File: config.mk
export PLATFORM = sky130hd
export DESIGN_NAME = uart_wb_master
export DESIGN_NICKNAME = d
export VERILOG_FILES = /design/src/rtl/uart_wb_master.sv
export SDC_FILE = /design/constraint.sdc
export NUM_CORES = 1
export LEC_CHECK = 0
export ABC_AREA = 1
export CORE_UTILIZATION = 52
export CTS_BUF_LIST = sky130_fd_sc_hd__clkbuf_4 sky130_fd_sc_hd__clkbuf_8
export DETAILED_ROUTE_END_ITERATION = 16
export GPL_ROUTABILITY_DRIVEN = 1
export MAX_ROUTING_LAYER = met4
export PLACE_DENSITY = 0.79
export SLEW_MARGIN = 30
export SYNTH_ARGS = -nofsm -noshare
export SYNTH_HDL_FRONTEND = slang
export SYNTH_SLANG_ARGS = --single-unit
File: constraint.sdc
create_clock -name clock -period 1.65 [get_ports clock]
set_clock_uncertainty 0.05 [all_clocks]
set_input_delay 0.2475 -clock clock [delete_from_list [all_inputs] [get_ports clock]]
set_output_delay 0.2475 -clock clock [all_outputs]
set_load 0.02 [all_outputs]
File: src/rtl/uart_wb_master.sv
// UART 8N1 host link to a Wishbone classic master: 'W'/'R' commands with big-endian
// address/data, one bus cycle per command, replies 'K', read data, 'E' or '?'.
module uart_wb_master #(
    parameter int CLK_FREQ   = 24000000,
    parameter int BAUD       = 115200,
    parameter int WB_TIMEOUT = 1024
) (
    input  logic        clock,
    input  logic        reset,
    input  logic        uart_rx,
    output logic        uart_tx,
    output logic [31:0] wbm_adr_o,
    output logic [31:0] wbm_dat_o,
    output logic [3:0]  wbm_sel_o,
    output logic        wbm_we_o,
    output logic        wbm_cyc_o,
    output logic        wbm_stb_o,
    input  logic [31:0] wbm_dat_i,
    input  logic        wbm_ack_i,
    input  logic        wbm_err_i,
    output logic        busy
);

    localparam int CPB  = CLK_FREQ / BAUD;
    localparam int HALF = CPB / 2;
    localparam int TW   = $clog2(WB_TIMEOUT + 1);

    typedef enum logic [1:0] {RX_IDLE, RX_START, RX_DATA, RX_STOP} rx_state_t;
    typedef enum logic [2:0] {P_CMD, P_ADDR, P_DATA, P_BUS, P_REPLY} p_state_t;

    logic       rx_s1, rx_s2, rx_prev;
    rx_state_t  rx_state;
    logic [15:0] rx_cnt;
    logic [2:0] rx_bit;
    logic [7:0] rx_sh, rx_byte;
    logic       rx_valid, rx_ferr;

    // NOTE: sequential state uses non-blocking assignments only, so every register
    // samples the pre-edge value of every other register regardless of statement order.
    always_ff @(posedge clock) begin
        if (reset) begin
            rx_s1    <= 1'b1;
            rx_s2    <= 1'b1;
            rx_prev  <= 1'b1;
            rx_state <= RX_IDLE;
            rx_cnt   <= '0;
            rx_bit   <= '0;
            rx_sh    <= '0;
            rx_byte  <= '0;
            rx_valid <= 1'b0;
            rx_ferr  <= 1'b0;
        end else begin
            rx_s1    <= uart_rx;
            rx_s2    <= rx_s1;
            rx_prev  <= rx_s2;
            rx_valid <= 1'b0;
            rx_ferr  <= 1'b0;
            case (rx_state)
                RX_IDLE: if (rx_prev && !rx_s2) begin
                    rx_state <= RX_START;
                    rx_cnt   <= '0;
                end
                RX_START: if (rx_cnt == 16'(HALF - 1)) begin
                    // a line already back high mid-start-bit was a glitch
                    rx_cnt   <= '0;
                    rx_bit   <= '0;
                    rx_state <= rx_s2 ? RX_IDLE : RX_DATA;
                end else rx_cnt <= rx_cnt + 16'd1;
                RX_DATA: if (rx_cnt == 16'(CPB - 1)) begin
                    rx_cnt <= '0;
                    rx_sh  <= {rx_s2, rx_sh[7:1]};
                    rx_bit <= rx_bit + 3'd1;
                    if (rx_bit == 3'd7) rx_state <= RX_STOP;
                end else rx_cnt <= rx_cnt + 16'd1;
                RX_STOP: if (rx_cnt == 16'(CPB - 1)) begin
                    rx_cnt   <= '0;
                    rx_state <= RX_IDLE;
                    if (rx_s2) begin
                        rx_valid <= 1'b1;
                        rx_byte  <= rx_sh;
                    end else rx_ferr <= 1'b1;
                end else rx_cnt <= rx_cnt + 16'd1;
                default: rx_state <= RX_IDLE;
            endcase
        end
    end

    p_state_t    state;
    logic        is_write;
    logic [1:0]  byte_cnt;
    logic [TW-1:0] tcnt;
    logic [31:0] reply_buf;
    logic [2:0]  reply_n;
    logic        tx_on;
    logic [8:0]  tx_sh;
    logic [3:0]  tx_bit;
    logic [15:0] tx_cnt;
    logic        tx_bit_end, tx_load;

    assign tx_bit_end = (tx_cnt == 16'(CPB - 1));
    // load the first reply byte, or the next one straight after a finished stop bit
    assign tx_load = (state == P_REPLY) &&
                     (!tx_on || (tx_bit_end && tx_bit == 4'd9 && reply_n != 3'd0));

    always_ff @(posedge clock) begin
        if (reset) begin
            state     <= P_CMD;
            is_write  <= 1'b0;
            byte_cnt  <= '0;
            tcnt      <= '0;
            reply_buf <= '0;
            reply_n   <= '0;
            tx_on     <= 1'b0;
            tx_sh     <= '1;
            tx_bit    <= '0;
            tx_cnt    <= '0;
            uart_tx   <= 1'b1;
            busy      <= 1'b0;
            wbm_adr_o <= '0;
            wbm_dat_o <= '0;
            wbm_sel_o <= '0;
            wbm_we_o  <= 1'b0;
            wbm_cyc_o <= 1'b0;
            wbm_stb_o <= 1'b0;
        end else begin
            case (state)
                P_CMD: if (rx_valid) begin
                    busy     <= 1'b1;
                    byte_cnt <= '0;
                    if (rx_byte == 8'h57 || rx_byte == 8'h52) begin
                        is_write <= (rx_byte == 8'h57);
                        state    <= P_ADDR;
                    end else begin
                        reply_buf <= {8'h3F, 24'h0};
                        reply_n   <= 3'd1;
                        tx_on     <= 1'b0;
                        state     <= P_REPLY;
                    end
                end
                P_ADDR, P_DATA: if (rx_ferr) begin
                    state <= P_CMD;
                    busy  <= 1'b0;
                end else if (rx_valid) begin
                    byte_cnt <= byte_cnt + 2'd1;
                    if (state == P_ADDR) wbm_adr_o <= {wbm_adr_o[23:0], rx_byte};
                    else                 wbm_dat_o <= {wbm_dat_o[23:0], rx_byte};
                    if (byte_cnt == 2'd3) begin
                        if (state == P_ADDR && is_write) state <= P_DATA;
                        else begin
                            state     <= P_BUS;
                            tcnt      <= '0;
                            wbm_cyc_o <= 1'b1;
                            wbm_stb_o <= 1'b1;
                            wbm_sel_o <= 4'hF;
                            wbm_we_o  <= is_write;
                        end
                    end
                end
                P_BUS: if (wbm_err_i || wbm_ack_i || tcnt == TW'(WB_TIMEOUT - 1)) begin
                    wbm_cyc_o <= 1'b0;
                    wbm_stb_o <= 1'b0;
                    wbm_sel_o <= 4'h0;
                    wbm_we_o  <= 1'b0;
                    tx_on     <= 1'b0;
                    state     <= P_REPLY;
                    reply_n   <= 3'd1;
                    if (wbm_err_i || !wbm_ack_i) reply_buf <= {8'h45, 24'h0};
                    else if (wbm_we_o)           reply_buf <= {8'h4B, 24'h0};
                    else begin
                        reply_buf <= wbm_dat_i;
                        reply_n   <= 3'd4;
                    end
                end else tcnt <= tcnt + TW'(1);
                P_REPLY: if (tx_load) begin
                    tx_on     <= 1'b1;
                    uart_tx   <= 1'b0;
                    tx_sh     <= {1'b1, reply_buf[31:24]};
                    reply_buf <= {reply_buf[23:0], 8'h00};
                    reply_n   <= reply_n - 3'd1;
                    tx_bit    <= '0;
                    tx_cnt    <= '0;
                end else if (tx_bit_end) begin
                    tx_cnt <= '0;
                    if (tx_bit == 4'd9) begin
                        tx_on <= 1'b0;
                        busy  <= 1'b0;
                        state <= P_CMD;
                    end else begin
                        uart_tx <= tx_sh[0];
                        tx_sh   <= {1'b1, tx_sh[8:1]};
                        tx_bit  <= tx_bit + 4'd1;
                    end
                end else tx_cnt <= tx_cnt + 16'd1;
                default: state <= P_CMD;
            endcase
        end
    end

endmodule

==> results of run 1 <==
## worst max path at each step
stage	end	slack (ns)	depth (start not counted)
global route	reply_n[1]	-0.29	8
finish	reply_n[1]	-0.16	8
floorplan	reply_buf[20]	0.001	13
detailed placement	tx_cnt[14]	-0.18	9
CTS	tx_bit[3]	-0.08	11
global placement	tx_cnt[9]	-0.13	9
## power by group through the flow
stage / clock [uW] / combinational (uW) / sequential [uW]
after floorplan: 0 / 2700 / 5360
after global placement: 0 / 3610 / 5360
after detailed placement: 0 / 3680 / 5370
after CTS: 3040 / 4530 / 5280
after global routing: 3220 / 5940 / 5410
final: 3000 / 5510 / 5370
## through the flow
step | setup TNS [ns] | instance area [sq um] | worst slack [ns]
floorplan | 0 | 8578 | 0.001170
finish | -4.874 | 11800 | -0.1582
global placement | -3.046 | 10570 | -0.1344
global route | -14.56 | 11800 | -0.2930
CTS | -1.998 | 11280 | -0.07780
detailed placement | -6.140 | 10570 | -0.1828
## layer usage
layer,vias to the layer above,wire length (um),global-route usage
li1,4269,-,-
met2,281,12090,0.4530
met1,4050,9922,0.3120
met3,59,1413,0.06765
met5,-,0,-
met4,0,556,0.07866
## repair_timing
item,in CTS,in global routing
pin swaps,27,65
cloned,7,3
resized for setup,168,133
setup buffers,13,5
setup endpoints to repair,163,140
## critical path, cell delays in order, from the launching register on
cell and delay, ns:
dfxtp_2 0.33, nor2_1 0.10, nand2_1 0.10, nor2_2 0.19
nand4_1 0.21, nand2_2 0.20, nand2_4 0.14, or2_0 0.26
a21oi_1 0.15
## logic make-up after synthesis
| group | Yosys count | synth area share |
|---|---|---|
| AND/OR/NAND/NOR | 518 | 0.2671 |
| AO/OA/AOI/OAI | 264 | 0.1651 |
| flip-flops | 191 | 0.4488 |
| buffers and inverters | 177 | 0.08796 |
| XOR/XNOR | 16 | 0.01645 |
| adder cells (fa/ha/maj) | 10 | 0.01468 |
## flip-flops by register name, summed over array words and instances (netlist names), 2 cells and up, named ones only
name       count
tx_bit         4
rx_byte        8
reply_n        3
rx_bit         3
wbm_dat_o     32
rx_sh          8
byte_cnt       2
state          3
rx_cnt        16
tx_cnt        16
reply_buf     32
tx_sh          8
wbm_adr_o     32
tcnt          11
## layout make-up
class	count	share of cell area
clock buffer	18	0.02047
clock inverter	14	0.01220
inverter	122	0.04189
multi-input combinational	811	0.3894
sequential	191	0.3269
tap	216	0.02291
timing repair buffer	238	0.1808
timing repair inverter	5	0.005408
## synthesized netlist by cell type, drive strengths merged
cell type | n | share of area
nand2 | 209 | 0.098
nor2 | 200 | 0.094
dfxtp | 191 | 0.45
o21ai | 127 | 0.075
inv | 122 | 0.054
a21oi | 111 | 0.066
nand3 | 44 | 0.027
clkbuf | 28 | 0.012
nand4 | 28 | 0.021
buf | 27 | 0.021
nor3 | 20 | 0.014
a22o | 13 | 0.013
xor2 | 13 | 0.013
ha | 10 | 0.015
nand3b | 6 | 0.0053
a22oi | 5 | 0.0044
or2 | 4 | 0.0029
nor3b | 3 | 0.0026
nor4 | 3 | 0.0022
xnor2 | 3 | 0.0031
a31oi | 2 | 0.0015
o211ai | 2 | 0.0018
and2 | 1 | 0.00073
o211a | 1 | 0.0012
o22ai | 1 | 0.00073
o311ai | 1 | 0.0010
o31ai | 1 | 0.00088
==> results.txt, run 1 <==
Status -> finished with violations
Failing checks -> negative setup slack
Kind of critical path -> flip-flop to flip-flop
Nets -> 1433
P_leak -> 0.005108 uW
H-tree depth -> 4
Commonest non-fill, non-tap cell in the layout -> dfxtp_1
Min-delay src -> reset
R2R depth -> 8
Detailed-route via count -> 8659
Filler cells -> 1163
P_sw -> 5496 uW
Layout cell share with drive strength beyond 1 -> 0.2573
Via density -> 5.362
Core area -> 15940 sq um
Post-route ant nets -> 0
Area of the multi-input gates -> 4594 sq um
FF+latch area -> 3857 sq um
Setup Viol. Count Final -> 67
Setup crit end kind -> flip-flop
Synthesized instance count -> 1176
Worst setup path startpoint -> tx_cnt[9]
Sequential area share after synthesis -> 0.4488
Max cap viols -> 0
First-pass GRT wire length -> 34.96 mm
Ports -> 110
Tightest Hold Check Type -> input pin to flip-flop
CTS tree -> yes
Port buffer count -> 109
Pint -> 8396 uW
Inserted Diodes -> 0
Slew HR -> 0.6879
Final period util -> 1.096
Slew Viols, Final -> 0
Final non-filler cell total -> 1615
Vias in the first global route -> 7752
All-Layer GR Usage -> 0.2674
Worst Path Required -> 1.99 ns
Sequential power share -> 0.387
Placer Congestion -> 0.8964
CP Data Arrival Time -> 2.15 ns
Hold Vio Cnt, Final -> 0
Final Worst Setup Slack -> -0.1582 ns
Die width -> 130.0 um
Syn Area/Cell -> 7.245 sq um
F_max -> 553.0 MHz
Crit path max fanout -> 7
RSZ-0062 raised after global routing -> true
Initial antenna violation count -> 0
Die Area -> 16900 sq um
Total Power -> 13890 uW
Reg2reg end -> reply_n[1]
Initial core utilization -> 0.5345
Syn Nets -> 1223
Post-Route Utilization -> 0.7401
DR DRC count -> 0
Reg2Reg Setup Slack -> -0.16 ns
DR iter-0 viols -> 719
Peak VDD IR -> 0.8058 mV
Hold Buf Count CTS -> 0
Synth-to-Final Area Change -> 38.47%
Ys Warns -> 0
DRT Pass-1 Iters -> 5
Row count -> 46
Placed Cells -> 1559
Clock Tree Buf Depth -> 2
Sw Ratio -> 0.3956
Clock slew at reported path FFs -> 0.11 ns
Hold path cells -> 3
Fin Hold WS -> 0.2358 ns
Worst Hold Endpoint -> byte_cnt[0]
Root buffer cell -> clkbuf_8
Comb pwr share -> 0.397
DPL Wire Length -> 14.27 mm
GRT Residual Overflow -> 0
Pwr Density -> 1177 nW/um^2
Worst-Skew Late Latency -> 0.47 ns
Die Y -> 130.0 um
Period minus WS final -> 1.808 ns
Synth cell types -> 43
Least-Margin Pin Slew -> 0.4632 ns
Final WL -> 23.99 mm
Clock Power Share -> 0.216
TritonCTS Buffers -> 17
Num Clock Sinks -> 191
Routed WL per cell -> 14.85 um
Most frequent cells in the layout -> 170 x dfxtp_1, 165 x nand2_1, 164 x nor2_1
Reg2reg start -> tx_cnt[9]
Synth Cell Area -> 8521 sq um
Flops & latches, synth -> 191
Largest net degree at the start of global routing -> 66
Critical Path Source Type -> flip-flop
Power figures use the tool's default switching activity.
==> inputs of run 2 (changes only) <==
--- a/config.mk
+++ b/config.mk
@@ -11,7 +11,7 @@
 export DETAILED_ROUTE_END_ITERATION = 16
 export GPL_ROUTABILITY_DRIVEN = 1
 export MAX_ROUTING_LAYER = met4
-export PLACE_DENSITY = 0.79
+export PLACE_DENSITY = 0.82
 export SLEW_MARGIN = 30
 export SYNTH_ARGS = -nofsm -noshare
 export SYNTH_HDL_FRONTEND = slang
==> run 2 against run 1 <==
Clock power rose by 5%. Core utilization grew 2.6 points. The run still ends with negative setup slack left. Final cell count rose by 0.37%. Power is 12% higher. First-iteration DRC count grew 48%. Die area is the same.
==> results.txt, run 2 (synthesized netlist as in run 1, its figures left out) <==
CP max-delay cell -> dfxtp_2
Hold Vio Cnt, Final -> 0
Ports -> 110
CP Depth -> 11
Placed Cells -> 1551
Failing checks -> negative setup slack
Least-Margin Pin Slew -> 0.5841 ns
Final WL -> 29.39 mm
F_max -> 478.2 MHz
Peak VDD IR -> 1.071 mV
Hold Buf Count CTS -> 0
Core area -> 15940 sq um
Filler cells -> 1001
Max incr delay on CP -> 0.37 ns
Initial antenna violation count -> 1
Root buffer cell -> clkbuf_8
Routed WL per cell -> 18.13 um
GRT Residual Overflow -> 0
Most frequent cells in the layout -> 168 x dfxtp_1, 150 x nand2_1, 150 x nor2_1
Final period util -> 1.267
Setup crit end kind -> flip-flop
Post-route ant nets -> 0
RSZ-0062 raised after global routing -> true
Final Worst Setup Slack -> -0.4414 ns
Worst Path Required -> 2.03 ns
Synth-to-Final Area Change -> 43.41%
Crit-path cells -> inv_2 -> ha_4 -> nand2_2 -> nor2_4 -> buf_4 -> nor2_1 -> nand2_2 -> nor2_2 -> buf_4 -> nand2_1 -> nand4_1
Commonest non-fill, non-tap cell in the layout -> dfxtp_1
Num Clock Sinks -> 191
Period minus WS final -> 2.091 ns
Slew Viols, Final -> 0
Placer Congestion -> 0.9170
Die Y -> 130.0 um
Nets -> 1438
DR iter-0 viols -> 1061
First-pass GRT wire length -> 39.27 mm
Detailed-route via count -> 9506
Post-Route Utilization -> 0.7664
CTS tree -> yes
Setup Viol. Count Final -> 84
Top Family by Delay on Critical Path -> simple AND/OR/NAND/NOR gates
Die width -> 130.0 um
Die Area -> 16900 sq um
Clock Tree Buf Depth -> 2
Tightest Hold Check Type -> input pin to flip-flop
Kind of critical path -> flip-flop to flip-flop
Final non-filler cell total -> 1621
Hold path cells -> 3
P_leak -> 0.005257 uW
Largest regs -> reply_buf (32), wbm_adr_o (32), wbm_dat_o (32)
Largest net degree at the start of global routing -> 67
Pwr Density -> 1276 nW/um^2
Port buffer count -> 109
Crit path buf inv count -> 3
DPL Wire Length -> 14.15 mm
DRT Pass-1 Iters -> 6
Critical Path Source Type -> flip-flop
Via density -> 5.864
Slew HR -> 0.6076
Vias in the first global route -> 8480
Max cap viols -> 0
Post-Place Worst Slack -> -0.2373 ns
TritonCTS Buffers -> 17
R2R depth -> 11
Row count -> 46
Initial core utilization -> 0.5345
Setup_tns -> -15.32 ns
Clock slew at reported path FFs -> 0.11 ns
Layout cell share with drive strength beyond 1 -> 0.2892
Status -> finished with violations
All-Layer GR Usage -> 0.2991
Worst-Skew Late Latency -> 0.49 ns
DR DRC count -> 0
CP Data Arrival Time -> 2.47 ns
Crit path max fanout -> 9
H-tree depth -> 4
run 2: cell types whose count changed in the layout (fill, tap and decap cells not counted), sizes merged:
cell / delta
nor2: -1
diode: +1
buf: +6
inv: -2
clkbuf: +2
clkinv: -1
clkinvlp: +2
nand2: -1
run 2: timing repair:
item | in CTS | in global routing
pin swaps | 34 | 58
endpoints found under the setup margin | 167 | 162
gates cloned | 11 | 0
buffers inserted | 13 | 16
gates resized for setup | 218 | 168
run 2: final timing paths:
path	from	endpoint	slack [ns]
setup / recovery	tx_bit[1]	tx_sh[6]	-0.44
hold / removal	wbm_dat_i[0]	reply_buf[0]	0.28
setup reg to reg	tx_bit[1]	tx_sh[6]	-0.44
hold reg to reg	rx_s1	rx_s2	0.38
run 2: worst register-to-register path: cells and delay by family, from the launching register on:
kind | cells | cell delay, ns
buffers and inverters | 3 | 0.43
and+or+nand+nor | 7 | 1.04
adders and majority gates | 1 | 0.15
DFF | 1 | 0.37
run 2: area by class of cell:
class | count | area, sq um | share of cell area
multi-input cells | 809 | 4811 | 0.3937
flip-flops and latches | 191 | 3860 | 0.3159
repair buffers | 243 | 2266 | 0.1854
inverters | 122 | 501.7 | 0.04106
clock buffers | 21 | 282.8 | 0.02314
well taps | 216 | 270.3 | 0.02212
clock inverters | 11 | 116.4 | 0.009523
repair inverters | 7 | 108.9 | 0.008908
diodes | 1 | 2.502 | 0.0002048
run 2: report_power, final:
| group | total, uW | switching (uW) | internal, uW | leakage (uW) |
|---|---|---|---|---|
| clock network | 3150 | 1900 | 1250 | 0.000198 |
| logic | 6960 | 4220 | 2740 | 0.00350 |
| registers | 5490 | 456 | 5040 | 0.00156 |
run 2: metal layers:
layer / vias up / wire length (um) / GRT usage
met5: - / 0 / -
met4: 0 / 1821 / 0.1354
met3: 196 / 2733 / 0.06232
met2: 592 / 13890 / 0.4986
met1: 4448 / 10950 / 0.3461
li1: 4270 / - / -
run 2: through the flow:
stage                     area (sq um)  hold slack (ns)  power, uW
after floorplan                   8578           0.3013       8061
after global placement           10520           0.3417       8862
after detailed placement         10520           0.3529       8986
after CTS                        11540           0.2813      13760
after global routing             12220           0.2800      16150
final                            12220           0.2758      15600
==> inputs of run 3 (changes only) <==
--- a/config.mk
+++ b/config.mk
@@ -10,7 +10,6 @@
 export CTS_BUF_LIST = sky130_fd_sc_hd__clkbuf_4 sky130_fd_sc_hd__clkbuf_8
 export DETAILED_ROUTE_END_ITERATION = 16
 export GPL_ROUTABILITY_DRIVEN = 1
-export MAX_ROUTING_LAYER = met4
 export PLACE_DENSITY = 0.82
 export SLEW_MARGIN = 30
 export SYNTH_ARGS = -nofsm -noshare
==> run 3 against run 2 <==
The run still ends with negative setup slack left. Non-clock buffer count did not move. Fmax fell by 0.20%. Clock-buffer cell count did not move. Final area barely moved. Register-to-register slack barely moved. Sequential share of layout area barely moved. Critical endpoint is now tx_bit[1]. Largest power group unchanged. Highest routed layer is now met5.
==> results.txt, run 3 (synthesized netlist as in run 1, its figures left out) <==
Status -> finished with violations
Failing checks -> negative setup slack
DPL Wire Length -> 14.15 mm
Via density -> 5.843
Row count -> 46
Ports -> 110
Crit path max fanout -> 7
Largest regs -> reply_buf (32), wbm_adr_o (32), wbm_dat_o (32)
Initial core utilization -> 0.5345
Layout cell share with drive strength beyond 1 -> 0.2892
Hold Vio Cnt, Final -> 0
CTS tree -> yes
Synth-to-Final Area Change -> 43.47%
CP Data Arrival Time -> 2.42 ns
Filler cells -> 995
Critical Path Source Type -> flip-flop
DRT Pass-1 Iters -> 8
Pwr Density -> 1269 nW/um^2
TritonCTS Buffers -> 17
Nets -> 1438
First-pass GRT wire length -> 39.30 mm
Detailed-route via count -> 9465
GRT Residual Overflow -> 0
Peak VDD IR -> 1.095 mV
Kind of critical path -> flip-flop to flip-flop
Die Y -> 130.0 um
F_max -> 477.2 MHz
Total Power -> 15510 uW
Commonest non-fill, non-tap cell in the layout -> dfxtp_1
H-tree depth -> 4
Final non-filler cell total -> 1620
Inserted Diodes -> 0
Max cap viols -> 0
Die width -> 130.0 um
Core area -> 15940 sq um
Die Area -> 16900 sq um
Routed WL per cell -> 17.75 um
Slew HR -> 0.6082
Clock Tree Buf Depth -> 2
All-Layer GR Usage -> 0.2902
Cell Area, Placed -> 10520 sq um
Setup crit end kind -> flip-flop
Largest net degree at the start of global routing -> 67
Placer Congestion -> 0.9016
RSZ-0062 raised after global routing -> true
Period minus WS final -> 2.096 ns
Placed Cells -> 1551
Most frequent cells in the layout -> 168 x dfxtp_1, 150 x nand2_1, 150 x nor2_1
Clock slew at reported path FFs -> 0.11 ns
DR iter-0 viols -> 1054
Root buffer cell -> clkbuf_8
Initial antenna violation count -> 2
Least-Margin Pin Slew -> 0.5877 ns
P_leak -> 0.005258 uW
Hold Buf Count CTS -> 0
Final period util -> 1.270
DR DRC count -> 0
Vias in the first global route -> 8486
Final Worst Setup Slack -> -0.4456 ns
Setup Viol. Count Final -> 73
Slew Viols, Final -> 0
Fin Hold WS -> 0.2844 ns
Tightest Hold Check Type -> input pin to flip-flop
Worst-Skew Late Latency -> 0.50 ns
Num Clock Sinks -> 191
Final WL -> 28.75 mm
Worst Path Required -> 1.97 ns
Port buffer count -> 109
Post-route ant nets -> 0
Final std cell area, no fill -> 12220 sq um
run 3: per-layer routing:
layer	vias to the layer above	GRT usage	wire length, um
li1	4277	-	-
met2	547	0.4983	13810
met4	2	0.1368	1694
met3	208	0.06929	2504
met1	4431	0.3417	10730
met5	-	0	13
run 3: metrics by stage:
stage	setup TNS, ns	worst slack (ns)	utilization
3_5_place_dp	-7.135	-0.2373	0.6598
2_1_floorplan	0	0.001170	-
5_1_grt	-23.79	-0.4840	0.7668
4_1_cts	-5.171	-0.1686	0.7239
6_report	-17.83	-0.4456	0.7668
3_3_place_gp	-2.784	-0.1260	0.6598
run 3: power by group:
group / internal, uW / leakage [uW] / total [uW] / switching [uW]
combinational: 2750 / 0.00350 / 6880 / 4130
clock: 1250 / 0.000198 / 3140 / 1890
sequential: 5040 / 0.00156 / 5490 / 456
run 3: worst paths after layout:
check	startpoint	end	slack, ns	depth (start not counted)
setup reg to reg	tx_cnt[12]	tx_bit[1]	-0.45	12
hold / removal	wbm_dat_i[0]	reply_buf[0]	0.28	3
setup / recovery	tx_cnt[12]	tx_bit[1]	-0.45	12
hold reg to reg	rx_s1	rx_s2	0.38	1
run 3: layout make-up:
cell class | instances | area [sq um] | area share
Tap cell | 216 | 270.3 | 0.02211
Multi-Input combinational cell | 809 | 4818 | 0.3942
Clock inverter | 11 | 116.4 | 0.009519
Clock buffer | 21 | 282.8 | 0.02313
Inverter | 122 | 501.7 | 0.04104
Timing Repair Buffer | 243 | 2266 | 0.1854
Timing Repair inverter | 7 | 108.9 | 0.008905
Sequential cell | 191 | 3860 | 0.3158
run 3: worst max-delay path, cell delays in order (launching register included):
cell and delay, ns:
dfxtp_1 0.36, nor2_2 0.18, nand2_1 0.13, nor2_4 0.15
nand4_1 0.20, buf_4 0.22, nand2_8 0.10, nand2_8 0.11
nand2_8 0.13, buf_12 0.12, inv_8 0.04, nand3_4 0.10
nand2_2 0.08
run 3: what timing repair did:
item                                    CTS  global route
endpoints found under the setup margin  167           162
gates resized for setup                 218           169
pin swaps                                34            58
buffers inserted                         13            16
gates cloned                             11             0
==> RTL edit (settings of run 3) <==
Make the reset (`reset`) asynchronous in 2 clocked blocks.
--- a/src/rtl/uart_wb_master.sv
+++ b/src/rtl/uart_wb_master.sv
@@ -38,5 +38,5 @@
     // NOTE: sequential state uses non-blocking assignments only, so every register
     // samples the pre-edge value of every other register regardless of statement order.
-    always_ff @(posedge clock) begin
+    always_ff @(posedge clock or posedge reset) begin
         if (reset) begin
             rx_s1    <= 1'b1;
@@ -103,5 +103,5 @@
                      (!tx_on || (tx_bit_end && tx_bit == 4'd9 && reply_n != 3'd0));
 
-    always_ff @(posedge clock) begin
+    always_ff @(posedge clock or posedge reset) begin
         if (reset) begin
             state     <= P_CMD;
Behaviour: same outputs for any inputs over 4 cycles, from zero or initial values and one cycle with reset high; that may be too few to reach the edited logic, so the function may still have changed.
==> RTL edit against run 3 <==
  * The flow still finishes with violations (negative setup slack)
  * Routed wire length rose by 28%
  * Maximum frequency increased by 4.4%
  * Cell area rose by 12%
  * Worst setup slack improved by 88 ps
  * Sequential cell count unchanged
  * Area after synthesis grew 4.5%
Power is not compared: it rests on default switching activity, and its combinational part moved more than twofold at a synthesized area within 25%.
==> RTL edit: results (changes against run 3) <==
run_status:
  status: "finished with violations"
  violations: "negative setup slack"
setup_path:
  path_delay_family: "flip-flops"
  cp_slowest_cell: "dfrtp_2"
  crit_end: "reply_buf[25]$_DFFE_PP0P_"
  crit_arrival_ps: 2320  # -100 ps
  r2r-start: "state[0]$_DFFE_PP0P_"
  ff2ff_path_depth: 9  # -3
  r2r_slack_ps: -360  # +90 ps
  cpPeakStageDelay_ps: 490  # +130 ps
routing:
  drtAntennaViolNets: 0  # unchanged
  drtIter0Drc: 1131  # +7.3%
  vias: 9653  # +2.0%
  wl_per_cell_um: 24.3  # +37%
  first_pass_iters: 6  # -2
finish:
  final_cell_count_no_fill: 1514  # -6.5%
  design_area_um2: 13800  # +12%
  drive_above_1_share: 0.420  # +0.131
  fillers: 734  # -26%
  final_nets: 1328  # -7.6%
synthesis:
  netlist_top_cells_area: "dfrtp_1, nand2_1, o21ai_0"
  synth_common_cells: "nand2_1, dfrtp_1, inv_1"
  syn-num-nets: 1061  # -13%
  synth-main-ff-cell: "dfrtp_1"
  synth_compound_area_frac: 0.117  # -0.0477
  postSynth.asyncResetShare: 1.00  # +1.00
  synth_xor_area_frac: 0.0246  # +0.00814
  synthAdderAreaFrac: 0.0141  # -0.000633
  ys_seq_area_frac: 0.538  # +0.0897
  syn_avg_cell_area_um2: 8.78  # +21%
  ys_types: 42  # -2.3%
  synth.area.mux_share: 0.0202  # +0.0202
global_routing:
  grt_first_pass_wirelength_mm: 44.3  # +13%
  track_usage: 0.321  # +0.0311
  grt_max_degree: 57  # -15%
  grt_use_met2: 0.571  # +0.0727
  grt_pass1_vias: 8862  # +4.4%
  use_met1: 0.359  # +0.0172
  met3_usage: 0.0632  # -0.00607
  antenna_found_initial: 1  # -1
sta:
  worst_pin_slew_ps: 748  # +161 ps
  whs_ps: 37.7  # -247 ps
  setup_viol: 168  # +130%
  final.setup.worst_slack_ps: -357  # +88.5 ps
placed_design:
  dp_cells: 1426  # -8.1%
  place_congestion: 0.847  # -6.0%
  placed_area_um2: 11200  # +6.3%
  detailedPlace.worstSlack_ps: -177  # +60.1 ps
  place_hpwl_mm: 15.3  # +8.3%
cts:
  clock_latency_ps: 510
worst_hold_path:
  hp-class: "input pin to asynchronous set/reset pin"
power:
  p_switching_w: 0.00293
## RTL edit: cell count changes in the layout (fill, tap and decap cells not counted), sizes merged, moves of 37 or more
cell / change
dfxtp: -191
dfrtp: +179
nor2: -121
a21oi: -85
nand2: +83
buf: +37
## RTL edit: timing repair
action	CTS	global route
gates cloned	11	6
setup buffers	20	25
resized for setup	232	317
pin swaps	38	63
endpoints found under the setup margin	194	163
hold buffers	0	0
## RTL edit: cell families after synthesis
group	count (synthesis)
AOI/OAI and AO/OA	187
xor gates and xnor gates	25
adders and majority gates	10
buffers and inverters	138
DFF	191
muxes	16
and+or+nand+nor	447
## RTL edit: final cells by class
class                      instances  area share
tap                              220      0.0200
sequential                       191       0.349
timing repair buffer             289       0.219
clock inverter                    14      0.0119
clock buffer                      18      0.0176
inverter                          97      0.0295
multi-input combinational        685       0.352
## RTL edit: per-layer routing
metal  routed length (µm)  share of wire
met4                 3280          0.089
met5                    0              0
met3                 3030          0.082
met1                11800           0.32
met2                18800           0.51
